$ cat src/rtl/pushbutton_port.sv
// Button input port for the IN path: per-channel two-flop synchroniser,
// consecutive-sample debounce, press-edge detect and read-cleared press latch.
module pushbutton_port #(
   parameter int unsigned N_BUTTONS       = 4,
   parameter int unsigned DEBOUNCE_CYCLES = 4,
   parameter bit          STICKY          = 1'b1
) (
   input  logic                 clk,
   input  logic                 reset,
   input  logic [N_BUTTONS-1:0] buttons_raw,
   input  logic                 rd_en,
   output logic [N_BUTTONS-1:0] data_out,
   output logic [N_BUTTONS-1:0] level,
   output logic [N_BUTTONS-1:0] press_pulse,
   output logic                 any_pending
);

   localparam int unsigned     CW      = $clog2(DEBOUNCE_CYCLES + 1);
   localparam logic [CW-1:0]   CNT_MAX = CW'(DEBOUNCE_CYCLES - 1);

   logic [N_BUTTONS-1:0] s1;
   logic [N_BUTTONS-1:0] s2;
   logic [N_BUTTONS-1:0] stb;
   logic [N_BUTTONS-1:0] stb_nxt;
   logic [N_BUTTONS-1:0] lat;
   logic [N_BUTTONS-1:0] accept;
   logic [CW-1:0]        cnt     [N_BUTTONS];
   logic [CW-1:0]        cnt_nxt [N_BUTTONS];

   // Any sample agreeing with the stable level restarts the count, so only
   // DEBOUNCE_CYCLES consecutive differing samples move the level.
   always_comb begin
      stb_nxt = stb;
      accept  = '0;
      for (int unsigned i = 0; i < N_BUTTONS; i++) begin
         cnt_nxt[i] = '0;
         if (s2[i] != stb[i]) begin
            if (cnt[i] == CNT_MAX) begin
               stb_nxt[i] = s2[i];
               accept[i]  = s2[i];
            end else begin
               cnt_nxt[i] = cnt[i] + CW'(1);
            end
         end
      end
   end

   always_ff @(posedge clk or negedge reset) begin
      if (!reset) begin
         s1          <= '0;
         s2          <= '0;
         stb         <= '0;
         lat         <= '0;
         press_pulse <= '0;
         for (int unsigned i = 0; i < N_BUTTONS; i++) begin
            cnt[i] <= '0;
         end
      end else begin
         s1          <= buttons_raw;
         s2          <= s1;
         stb         <= stb_nxt;
         press_pulse <= accept;
         // A press accepted on the read edge survives the clear.
         lat         <= accept | (rd_en ? '0 : lat);
         for (int unsigned i = 0; i < N_BUTTONS; i++) begin
            cnt[i] <= cnt_nxt[i];
         end
      end
   end

   assign level       = stb;
   assign data_out    = STICKY ? lat : stb;
   assign any_pending = |lat;

endmodule

$ cat config.mk
export PLATFORM = sky130hd
export DESIGN_NAME = pushbutton_port
export DESIGN_NICKNAME = d
export VERILOG_FILES = /design/src/rtl/pushbutton_port.sv
export SDC_FILE = /design/constraint.sdc
export NUM_CORES = 1
export LEC_CHECK = 0
export ABC_CLOCK_PERIOD_IN_PS = 1900
export CAP_MARGIN = 20
export CORE_UTILIZATION = 25
export DETAILED_ROUTE_END_ITERATION = 7
export PLACE_DENSITY = 0.5
export SETUP_SLACK_MARGIN = 0.2
export SKIP_LAST_GASP = 1
export SLEW_MARGIN = 10
export SYNTH_ARGS = -nofsm -noshare
export SYNTH_HDL_FRONTEND = slang
export SYNTH_SLANG_ARGS = --single-unit
$ cat constraint.sdc
create_clock -name clk -period 1.9 [get_ports clk]
set_clock_uncertainty 0.15 [all_clocks]
set_input_delay 0.285 -clock clk [delete_from_list [all_inputs] [get_ports clk]]
set_output_delay 0.285 -clock clk [all_outputs]
set_load 0.01 [all_outputs]
==> impl_summary.log, run 1 <==
[metrics] outcome: finished with violations
[metrics] failing checks: design-rule violations
[metrics] antenna-violating nets left: 0
[metrics] wire length of the first global-routing pass: roughly 3.4 mm
[metrics] detailed-routing iteration count for the pre-antenna-repair pass: 6
[metrics] CP startpoint kind: flip-flop
[metrics] Internal Power: between 1500 and 2000 uW
[metrics] layout cell share with drive strength beyond 1: between 10 and 15%
[metrics] leading cell types in the layout, fill and taps excluded: sky130_fd_sc_hd__dfrtp_1 (31), sky130_fd_sc_hd__clkdlybuf4s50_1 (17), sky130_fd_sc_hd__inv_1 (8), sky130_fd_sc_hd__nor3_1 (8), sky130_fd_sc_hd__nor3b_1 (8)
[metrics] final period utilization: roughly 85%
[metrics] number of nets produced by synthesis: a little over 90
[metrics] area of the mapped netlist: between 1000 and 1500 um2
[metrics] Comb pwr share: a little over a quarter
[metrics] final number of setup-violating endpoints: 0
[metrics] most frequent standard cell in the layout excluding fill and tap cells: sky130_fd_sc_hd__dfrtp_1
[metrics] Die Height: a little over 70 um
[metrics] overall overflow remaining after global route: 0
[metrics] synth unique cells: 11
[metrics] die area: around 5000 um2
[metrics] cell depth of the worst setup path: 1
[metrics] number of buffers inserted by hold repair at cts: 0
[metrics] slew of the pin with the lowest slew margin: between 300 and 400 ps
[metrics] post-DP HPWL: roughly 1.3 mm
[metrics] worst ir drop on vdd: between 0.3 and 0.4 mV
[metrics] highest attainable clock frequency: approximately 600 MHz
[metrics] maximum number of pins on one net before global-route repair: 33
[metrics] post-synthesis share of cell area spent on full adders, half adders and majority gates: 4.23%
[metrics] die width: between 70 and 80 um
[metrics] via density per instance: around 4.0
[metrics] xor and xnor area share after synthesis: between 2 and 3%
[metrics] post-synthesis share of cell area spent on and, or, nand and nor gates: between 10% and 20%
[metrics] total wire length: approximately 1.9 mm
[metrics] row count: 24
[metrics] worst hold-check path type: flip-flop to flip-flop
[metrics] diode count: 0
[metrics] arrival time reported for the critical path endpoint: roughly 1200 ps
[metrics] number of clock buffers inserted by TritonCTS: 5
[metrics] max-cap violations: 0
[metrics] logic depth of the worst register-to-register path: 3
[metrics] number of failing hold endpoints at the final stage: 0
[metrics] Worst Setup Slack, final: 279 ps
[metrics] switching share of total power: approximately 27%
[metrics] number of port buffers: 19
[metrics] pins over their slew limit: 0
[metrics] highest-delay cell along the critical path: sky130_fd_sc_hd__clkdlybuf4s50_1
[metrics] Cell Chain, Critical Path: clkdlybuf4s50_1
[metrics] antenna violations before repair: 0
[metrics] dominant combinational cell family by area after synthesis: simple AND/OR/NAND/NOR gates
[metrics] initial drt markers: 38
[metrics] setup TNS: 0 ps
[metrics] sequential cell area fraction in the yosys report: 67.7%
[metrics] cell chosen for the clock root: sky130_fd_sc_hd__clkbuf_8
[metrics] post-route core utilization: between 30% and 40%
[metrics] sequential share of power: between 40% and 50%
[metrics] number of global-route vias before repair: 746
[metrics] Clock Pin Slew Worst Setup and Hold Paths: around 70 ps
[metrics] setup repair after global routing missed its margin: false
[metrics] number of nets in the finished design: 122
[metrics] nature of the critical path endpoint: primary output
[metrics] Min Clock Period, post-route: ~1600 ps
[metrics] total track usage: under 10%
[metrics] vias after detailed routing: 664
[metrics] warning count from the yosys run: 0
[metrics] number of cells produced by synthesis: 81
[metrics] static leakage power: 0.000709 uW
[metrics] CTS Buffer Depth: 2
[metrics] DRC violations left: 9
[metrics] type of the setup path with the least slack: flip-flop to primary output
[metrics] post-synthesis sequential element count: 32
[metrics] part of the power in the clock network: approximately 30%
[metrics] I/O pin count: 20
[metrics] Compound-Gate Fraction of Synth Area: about 3%
[metrics] capturing point of the worst reg2reg path: level[1]$_DFFE_PN0P_
[metrics] delay of the slowest critical-path stage: around 540 ps
[metrics] Max-Slew Margin vs Limit: approximately three quarters
[metrics] Critical R2R Launch: cnt[6]$_DFF_PN0_
[metrics] register-to-register setup slack: between 500 and 600 ps
[metrics] critical-path maximum fanout: 2
[metrics] Clock Sinks: 32
[metrics] initial core utilization: a little over a quarter
[metrics] area of the placeable core: around 4400 um2
[metrics] Worst EP required: 1460 ps
[metrics] power density cells: around 1300 nW/um2
[metrics] Critical path destination: level[1]
[metrics] routability-driven placement congestion ratio: between 0.6 and 0.7
[metrics] level count of the clock H-tree: 2
[metrics] count of buffering cells on the critical path with inverters included: 1
[metrics] worst slack, placed: 449 ps
[metrics] startpoint of the most critical setup path: level[1]$_DFFE_PN0P_
[metrics] clock network latency to the later pin of the worst-skew pair: roughly 280 ps
[metrics] net switching power: between 500 and 600 uW
[metrics] synthesis-to-finish area growth: 33.4%
[metrics] mean area per synthesized cell: 14.6 um2
[metrics] detail-routed net length per standard cell: between 10 and 15 um
[metrics] clock tree from TritonCTS: built
[metrics] mux share of post-synthesis cell area: under 10%
[metrics] Crit path max-delay family: buffers and inverters
## routing by layer
| layer | GRT usage, % | vias to the layer above | share of wire [%] |
|---|---|---|---|
| li1 | - | 334 | - |
| met4 | 5.33 | 0 | 1.4 |
| met5 | 0 | - | 0 |
| met1 | 11.4 | 304 | 49 |
| met2 | 12.4 | 22 | 42 |
| met3 | 5.27 | 4 | 8.2 |
## power groups by stage
stage	clock network [uW]	registers, uW	logic (uW)
after global routing	690	918	637
after floorplan	0	946	259
final	631	899	568
after global placement	0	937	492
after detailed placement	0	943	503
after CTS	650	903	576
## kinds of logic (layout without fill, tap and decap cells)
| logic type | after synthesis | count (layout) |
|---|---|---|
| AOI/OAI and AO/OA | 4 | 4 |
| DFF | 32 | 32 |
| and+or+nand+nor | 25 | 25 |
| muxes | 4 | 4 |
| adders and majority gates | 4 | 4 |
| buffers and inverters | 8 | 39 |
| xor gates and xnor gates | 4 | 4 |
## Yosys cell counts, drive strengths merged
cell type	n	share of area, %
inv	8	2.5
ha	4	4.2
nor2b	4	4.7
o32ai	4	3.0
nor3b	8	5.1
nand2b	4	2.1
nor3	8	3.4
dfrtp	32	68
mux2	4	3.8
nand4	1	0.53
xnor2	4	3.0
## how the worst min path moves through the flow
stage / start / to / slack (ps) / cells past startpoint
2_1_floorplan: reset / cnt[0]$_DFF_PN0_ / -160 / 0
3_3_place_gp: s1[3]$_DFF_PN0_ / s2[3]$_DFF_PN0_ / 180 / 0
3_5_place_dp: s1[0]$_DFF_PN0_ / s2[0]$_DFF_PN0_ / 190 / 0
4_1_cts: s1[2]$_DFF_PN0_ / s2[2]$_DFF_PN0_ / 200 / 0
5_1_grt: s1[0]$_DFF_PN0_ / s2[0]$_DFF_PN0_ / 200 / 0
6_report: s1[2]$_DFF_PN0_ / s2[2]$_DFF_PN0_ / 200 / 0
## through the flow
step / hold WS (ps) / cells / instance area, um2 / power, uW
after global placement: 183 / 153 / 1450 / 1430
after CTS: 197 / 164 / 1580 / 2130
after floorplan: -161 / 81 / 1180 / 1200
after detailed placement: 187 / 153 / 1450 / 1450
after global routing: 203 / 164 / 1580 / 2250
final: 196 / 164 / 1580 / 2100
## timing repair
item / in CTS / in global routing
pin swaps: 0 / 0
setup endpoints to repair: 5 / 1
setup buffers: 3 / 0
resized for setup: 2 / 1
## sequential cells by signal, summed over array words and instances (netlist names)
register	cells
press_pulse	4
s2	4
cnt	12
level	4
s1	4
data_out	4
## final cells by class
cell class | count | area, um2
clock buffer | 6 | 72.6
multi-input combinational | 41 | 352
inverter | 8 | 30.0
sequential | 32 | 802
timing repair buffer | 23 | 221
tap | 52 | 65.1
clock inverter | 2 | 35.0
fill | 438 | 2870
Power figures use the tool's default switching activity.
==> inputs of run 2 (changes only) <==
--- a/config.mk
+++ b/config.mk
@@ -7,6 +7,7 @@
 export LEC_CHECK = 0
 export ABC_CLOCK_PERIOD_IN_PS = 1900
 export CAP_MARGIN = 20
+export CORE_MARGIN = 3
 export CORE_UTILIZATION = 25
 export DETAILED_ROUTE_END_ITERATION = 7
 export PLACE_DENSITY = 0.5
==> run 2 against run 1 <==
Against the previous run:
- the run now ends clean
- highest routed layer unchanged
- via count increased by 7.1%
- first-iteration DRC count decreased by 39%
- critical path depth unchanged
- cell count increased by 0.61%
- clock power increased by 11%
- largest cell class unchanged
==> impl_summary.log, run 2 (synthesis gave the netlist of run 1 again) <==
[metrics] die area: 5590 um2 (+12%)
[metrics] critical-path maximum fanout: 2 (unchanged)
[metrics] Worst EP required: 1460 ps (about the same)
[metrics] CTS Buffer Depth: 2 (unchanged)
[metrics] total track usage: 8.05% (-1.1 points)
[metrics] slew of the pin with the lowest slew margin: 392 ps (-3.22 ps)
[metrics] Clock Sinks: 32 (unchanged)
[metrics] initial drt markers: 23 (-39%)
[metrics] overall overflow remaining after global route: 0 (unchanged)
[metrics] pins over their slew limit: 0 (unchanged)
[metrics] DRC violations left: 0 (-9)
[metrics] highest attainable clock frequency: 620 MHz (+0.58%)
[metrics] most frequent standard cell in the layout excluding fill and tap cells: sky130_fd_sc_hd__dfrtp_1
[metrics] diode count: 0 (unchanged)
[metrics] number of nets in the finished design: 123 (+0.82%)
[metrics] number of clock buffers inserted by TritonCTS: 5 (unchanged)
[metrics] I/O pin count: 20 (unchanged)
[metrics] leading cell types in the layout, fill and taps excluded: sky130_fd_sc_hd__dfrtp_1 (32), sky130_fd_sc_hd__clkdlybuf4s50_1 (18), sky130_fd_sc_hd__inv_1 (8), sky130_fd_sc_hd__nor3_1 (8), sky130_fd_sc_hd__nor3b_1 (8)
[metrics] number of buffers inserted by hold repair at cts: 0 (unchanged)
[metrics] die width: 74.8 um (+5.7%)
[metrics] setup TNS: 0 ps (unchanged)
[metrics] number of failing hold endpoints at the final stage: 0 (unchanged)
[metrics] Cell Chain, Critical Path: clkdlybuf4s50_1
[metrics] total wire length: 1.80 mm (-3.4%)
[metrics] nature of the critical path endpoint: primary output
[metrics] type of the setup path with the least slack: flip-flop to primary output
[metrics] maximum number of pins on one net before global-route repair: 33 (unchanged)
[metrics] static leakage power: 0.000713 uW (+0.67%)
[metrics] number of flip-flops in the largest register: 12 (unchanged)
[metrics] largest reg by FF count: cnt
[metrics] layout cell share with drive strength beyond 1: 15.0% (+0.76 points)
[metrics] Crit path max-delay family: buffers and inverters
[metrics] vias after detailed routing: 711 (+7.1%)
[metrics] synthesis-to-finish area growth: 35.3%
[metrics] Die Height: 74.8 um (+5.7%)
[metrics] row count: 24 (unchanged)
[metrics] highest-delay cell along the critical path: sky130_fd_sc_hd__clkdlybuf4s50_1
[metrics] area of the placeable core: 4470 um2 (+0.68%)
[metrics] wire length of the first global-routing pass: 3.31 mm (-3.0%)
[metrics] hold_ws: 199 ps (+2.98 ps)
[metrics] outcome: completed
[metrics] final period utilization: 84.8% (-0.49 points)
[metrics] worst ir drop on vdd: 0.276 mV (-16%)
[metrics] Clock Pin Slew Worst Setup and Hold Paths: 70 ps (about the same)
[metrics] routability-driven placement congestion ratio: 0.674 (-0.87%)
[metrics] max-cap violations: 0 (unchanged)
[metrics] delay of the slowest critical-path stage: 550 ps (about the same)
[metrics] number of global-route vias before repair: 712 (-4.6%)
[metrics] arrival time reported for the critical path endpoint: 1180 ps (about the same)
[metrics] Min Clock Period, post-route: 1610 ps (-9.27 ps)
[metrics] antenna violations before repair: 0 (unchanged)
[metrics] cell chosen for the clock root: sky130_fd_sc_hd__clkbuf_8
[metrics] clock network latency to the later pin of the worst-skew pair: 280 ps (about the same)
[metrics] antenna-violating nets left: 0 (unchanged)
[metrics] initial core utilization: 26.4% (-0.18 points)
[metrics] detailed-routing iteration count for the pre-antenna-repair pass: 4 (-2)
[metrics] worst hold-check path type: flip-flop to flip-flop
[metrics] post-DP HPWL: 1.33 mm (+4.3%)
[metrics] setup repair after global routing missed its margin: false
[metrics] level count of the clock H-tree: 2 (unchanged)
[metrics] clock tree from TritonCTS: built
[metrics] Max-Slew Margin vs Limit: 73.9% (+0.21 points)
[metrics] number of port buffers: 19 (unchanged)
[metrics] count of buffering cells on the critical path with inverters included: 1 (unchanged)
[metrics] detail-routed net length per standard cell: 10.9 um (-4.0%)
[metrics] final number of setup-violating endpoints: 0 (unchanged)
[metrics] power density cells: 1360 nW/um2 (+2.3%)
[metrics] CP startpoint kind: flip-flop
[metrics] via density per instance: 4.31 (+6.4%)
==> run 2: cell types whose count changed in the layout (fill, tap and decap cells not counted), sizes merged <==
| cell | change |
|---|---|
| buf | +1 |
| clkbuf | +1 |
| dlymetal6s2s | -1 |
| clkdlybuf4s50 | +1 |
| clkinv | -1 |
==> run 2: area by class of cell <==
type	instances	area (um2)
fill	428	2870
sequential	32	801
multi-input combinational	41	352
timing repair buffer	24	226
clock buffer	7	96.3
tap	52	65.1
clock inverter	1	30.0
inverter	8	30.0
==> run 2: power breakdown <==
part | internal (uW) | switching [uW] | total [uW]
clock | 462 | 240 | 702
sequential | 819 | 63.1 | 882
combinational | 336 | 256 | 591
==> run 2: final timing paths <==
check,start,to,slack (ps),cells past startpoint
min in group asynchronous,reset,data_out[2]$_DFF_PN0_,250,2
min reg2reg,s1[2]$_DFF_PN0_,s2[2]$_DFF_PN0_,200,0
min,s1[2]$_DFF_PN0_,s2[2]$_DFF_PN0_,200,0
max reg2reg,cnt[0]$_DFF_PN0_,level[3]$_DFFE_PN0P_,570,3
max in group asynchronous,reset,s1[0]$_DFF_PN0_,1070,2
max,level[0]$_DFFE_PN0P_,level[0],290,1
==> run 2: routing by layer <==
metal	track usage (%)	vias to the layer above	wire, um
li1	-	338	-
met1	9.91	348	830
met2	11.6	20	808
met3	4.01	5	128
met4	4.15	0	38
met5	0	-	0
==> run 2: repair_timing <==
item	CTS	global route
buffers inserted	4	0
endpoints found under the setup margin	5	0
gates resized for setup	1	0
==> run 2: metrics by stage <==
step	total power, uW	cells	instance area (um2)	setup WS [ps]	util, %
final	2180	165	1600	288	35.8
after global routing	2320	165	1600	232	35.8
after CTS	2220	165	1600	263	35.8
after detailed placement	1450	153	1450	445	32.3
after global placement	1430	153	1450	460	32.3
after floorplan	1200	81	1180	630	-
==> inputs of run 3 (changes only) <==
--- a/config.mk
+++ b/config.mk
@@ -5,12 +5,12 @@
 export SDC_FILE = /design/constraint.sdc
 export NUM_CORES = 1
 export LEC_CHECK = 0
-export ABC_CLOCK_PERIOD_IN_PS = 1900
+export ABC_CLOCK_PERIOD_IN_PS = 1300
 export CAP_MARGIN = 20
 export CORE_MARGIN = 3
 export CORE_UTILIZATION = 25
 export DETAILED_ROUTE_END_ITERATION = 7
-export PLACE_DENSITY = 0.5
+export PLACE_DENSITY = 0.51
 export SETUP_SLACK_MARGIN = 0.2
 export SKIP_LAST_GASP = 1
 export SLEW_MARGIN = 10
==> constraint.sdc (replaced) <==
create_clock -name clk -period 1.3 [get_ports clk]
set_clock_uncertainty 0.15 [all_clocks]
set_input_delay 0.195 -clock clk [delete_from_list [all_inputs] [get_ports clk]]
set_output_delay 0.195 -clock clk [all_outputs]
set_load 0.01 [all_outputs]
==> run 3 against run 2 <==
Against the previous run:
- the run now ends with negative setup slack left
- cell count increased by 14%
- utilization increased by 8.8 points
- clock power increased by 30%
- die area unchanged
- largest power group is now combinational cells
- critical path type unchanged
- critical endpoint is now any_pending
- register-to-register slack got worse by 570 ps
- hold slack got worse by 68 ps
- sequential share of layout area decreased by 9.9 points
==> impl_summary.log, run 3 (synthesis gave the netlist of run 1 again) <==
[metrics] Max-Slew Margin vs Limit: 82.5% (+8.6 points)
[metrics] Clock Pin Slew Worst Setup and Hold Paths: 70 ps (about the same)
[metrics] total track usage: 8.95% (+0.90 points)
[metrics] antenna violations before repair: 0 (unchanged)
[metrics] number of clock buffers inserted by TritonCTS: 5 (unchanged)
[metrics] overall power: 3850 uW (+77%)
[metrics] outcome: finished with violations
[metrics] largest reg by FF count: cnt
[metrics] level count of the clock H-tree: 2 (unchanged)
[metrics] maximum number of pins on one net before global-route repair: 33 (unchanged)
[metrics] clock tree from TritonCTS: built
[metrics] antenna-violating nets left: 0 (unchanged)
[metrics] area occupied by multi-input gates: 603 um2 (+72%)
[metrics] number of port buffers: 19 (unchanged)
[metrics] arrival time reported for the critical path endpoint: 960 ps (-220 ps)
[metrics] worst hold-check path type: input port to asynchronous set/reset pin
[metrics] area of the placeable core: 4470 um2 (unchanged)
[metrics] failing checks: negative setup slack
[metrics] pins over their slew limit: 0 (unchanged)
[metrics] number of global-route vias before repair: 851 (+20%)
[metrics] I/O pin count: 20 (unchanged)
[metrics] highest-delay cell along the critical path: sky130_fd_sc_hd__dfrtp_1
[metrics] number of buffers inserted by hold repair at cts: 0 (unchanged)
[metrics] most frequent standard cell in the layout excluding fill and tap cells: sky130_fd_sc_hd__dfrtp_1
[metrics] Die Height: 74.8 um (unchanged)
[metrics] Worst Setup Slack, final: -4.07 ps (-292 ps)
[metrics] clock network latency to the later pin of the worst-skew pair: 280 ps (about the same)
[metrics] synthesis-to-finish area growth: 68.7%
[metrics] vias after detailed routing: 809 (+14%)
[metrics] total wire length: 2.29 mm (+27%)
[metrics] initial core utilization: 26.4% (unchanged)
[metrics] diode count: 0 (unchanged)
[metrics] DRC violations left: 0 (unchanged)
[metrics] wire length of the first global-routing pass: 3.71 mm (+12%)
[metrics] worst slack, placed: -66.3 ps (-511 ps)
[metrics] number of flip-flops in the largest register: 12 (unchanged)
[metrics] Clock Sinks: 32 (unchanged)
[metrics] detail-routed net length per standard cell: 12.2 um (+12%)
[metrics] via density per instance: 4.30 (-0.14%)
[metrics] area used by sequential logic in the layout: 801 um2 (unchanged)
[metrics] detailed-routing iteration count for the pre-antenna-repair pass: 4 (unchanged)
[metrics] die width: 74.8 um (unchanged)
[metrics] post-DP HPWL: 1.37 mm (+2.8%)
[metrics] type of the setup path with the least slack: flip-flop to primary output
[metrics] initial drt markers: 24 (+4.3%)
[metrics] critical-path maximum fanout: 2 (unchanged)
[metrics] worst ir drop on vdd: 0.535 mV (+94%)
[metrics] row count: 24 (unchanged)
[metrics] CP startpoint kind: flip-flop
[metrics] die area: 5590 um2 (unchanged)
[metrics] max-cap violations: 0 (unchanged)
[metrics] layout cell share with drive strength beyond 1: 65.4% (+50 points)
[metrics] final period utilization: 100%
[metrics] logic depth of the worst register-to-register path: 3 (unchanged)
[metrics] Cell Chain, Critical Path: inv_2 -> nand4_1 -> buf_2
[metrics] delay of the slowest critical-path stage: 380 ps (-170 ps)
[metrics] setup repair after global routing missed its margin: true
[metrics] overall overflow remaining after global route: 0 (unchanged)
[metrics] CTS Buffer Depth: 2 (unchanged)
[metrics] nature of the critical path endpoint: primary output
[metrics] final number of setup-violating endpoints: 1 (+1)
[metrics] highest attainable clock frequency: between 700 and 800 MHz
[metrics] number of nets in the finished design: 146 (+19%)
[metrics] routability-driven placement congestion ratio: 0.674 (about the same)
[metrics] number of failing hold endpoints at the final stage: 0 (unchanged)
[metrics] slew of the pin with the lowest slew margin: 261 ps (-130 ps)
[metrics] number of fill cells in the layout: 396 (-7.5%)
[metrics] Worst EP required: 950 ps (-510 ps)
[metrics] cell chosen for the clock root: sky130_fd_sc_hd__clkbuf_8
[metrics] leading cell types in the layout, fill and taps excluded: sky130_fd_sc_hd__dfrtp_1 (32), sky130_fd_sc_hd__buf_4 (18), sky130_fd_sc_hd__buf_2 (11)
[metrics] power density cells: 1930 nW/um2 (+42%)
[metrics] Min Clock Period, post-route: 1300 ps
[metrics] static leakage power: 0.000918 uW (+29%)
## run 3: final timing paths
kind / start / to / slack [ps]
worst min register to register: s1[2]$_DFF_PN0_ / s2[2]$_DFF_PN0_ / 190
worst max-delay path: data_out[0]$_DFF_PN0_ / any_pending / -4
max in group asynchronous: reset / s1[2]$_DFF_PN0_ / 690
worst max register to register: cnt[3]$_DFF_PN0_ / level[2]$_DFFE_PN0P_ / -4
min in group clk: s1[2]$_DFF_PN0_ / s2[2]$_DFF_PN0_ / 190
worst min-delay path: reset / cnt[6]$_DFF_PN0_ / 130
## run 3: repair_timing
action	CTS	global route
resized for setup	73	25
setup buffers	10	9
pin swaps	9	14
setup endpoints to repair	29	37
## run 3: area by class of cell
cell class                      count  share of cell area, %
Clock buffer                        6                   3.64
Tap cell                           52                   3.26
Clock inverter                      2                   1.76
Inverter                            8                   1.51
Multi-Input combinational cell     41                   30.2
Timing Repair Buffer               47                   19.4
Sequential cell                    32                   40.2
## run 3: layer usage
layer / part of all wire (%) / track usage (%) / vias to the layer above
met5: 0 / 0 / -
met4: 1.2 / 4.15 / 0
met3: 6.1 / 4.41 / 3
met2: 49 / 15.0 / 21
met1: 44 / 9.43 / 397
li1: - / - / 388
## run 3: per-stage QoR
step                      instances  cell area, um2  TNS (ps)  util [%]  hold WS (ps)
after floorplan                  81            1210         0         -          -251
after global placement          161            1540     -36.2      34.5           184
after detailed placement        161            1540     -66.3      34.5           186
after CTS                       179            1810     -23.8      40.4           130
after global routing            188            1990      -112      44.6           148
final                           188            1990     -4.07      44.6           131
## run 3: where the power goes
| part | switching (uW) | internal, uW | total [uW] |
|---|---|---|---|
| Clock | 343 | 568 | 911 |
| Combinational | 658 | 961 | 1620 |
| Sequential | 126 | 1200 | 1320 |
## run 3: critical path: cells and delay by family (launching register included)
family,cells,cell delay (ps)
AND/OR/NAND/NOR,1,90
buffers and inverters,2,210
flip-flops,1,380
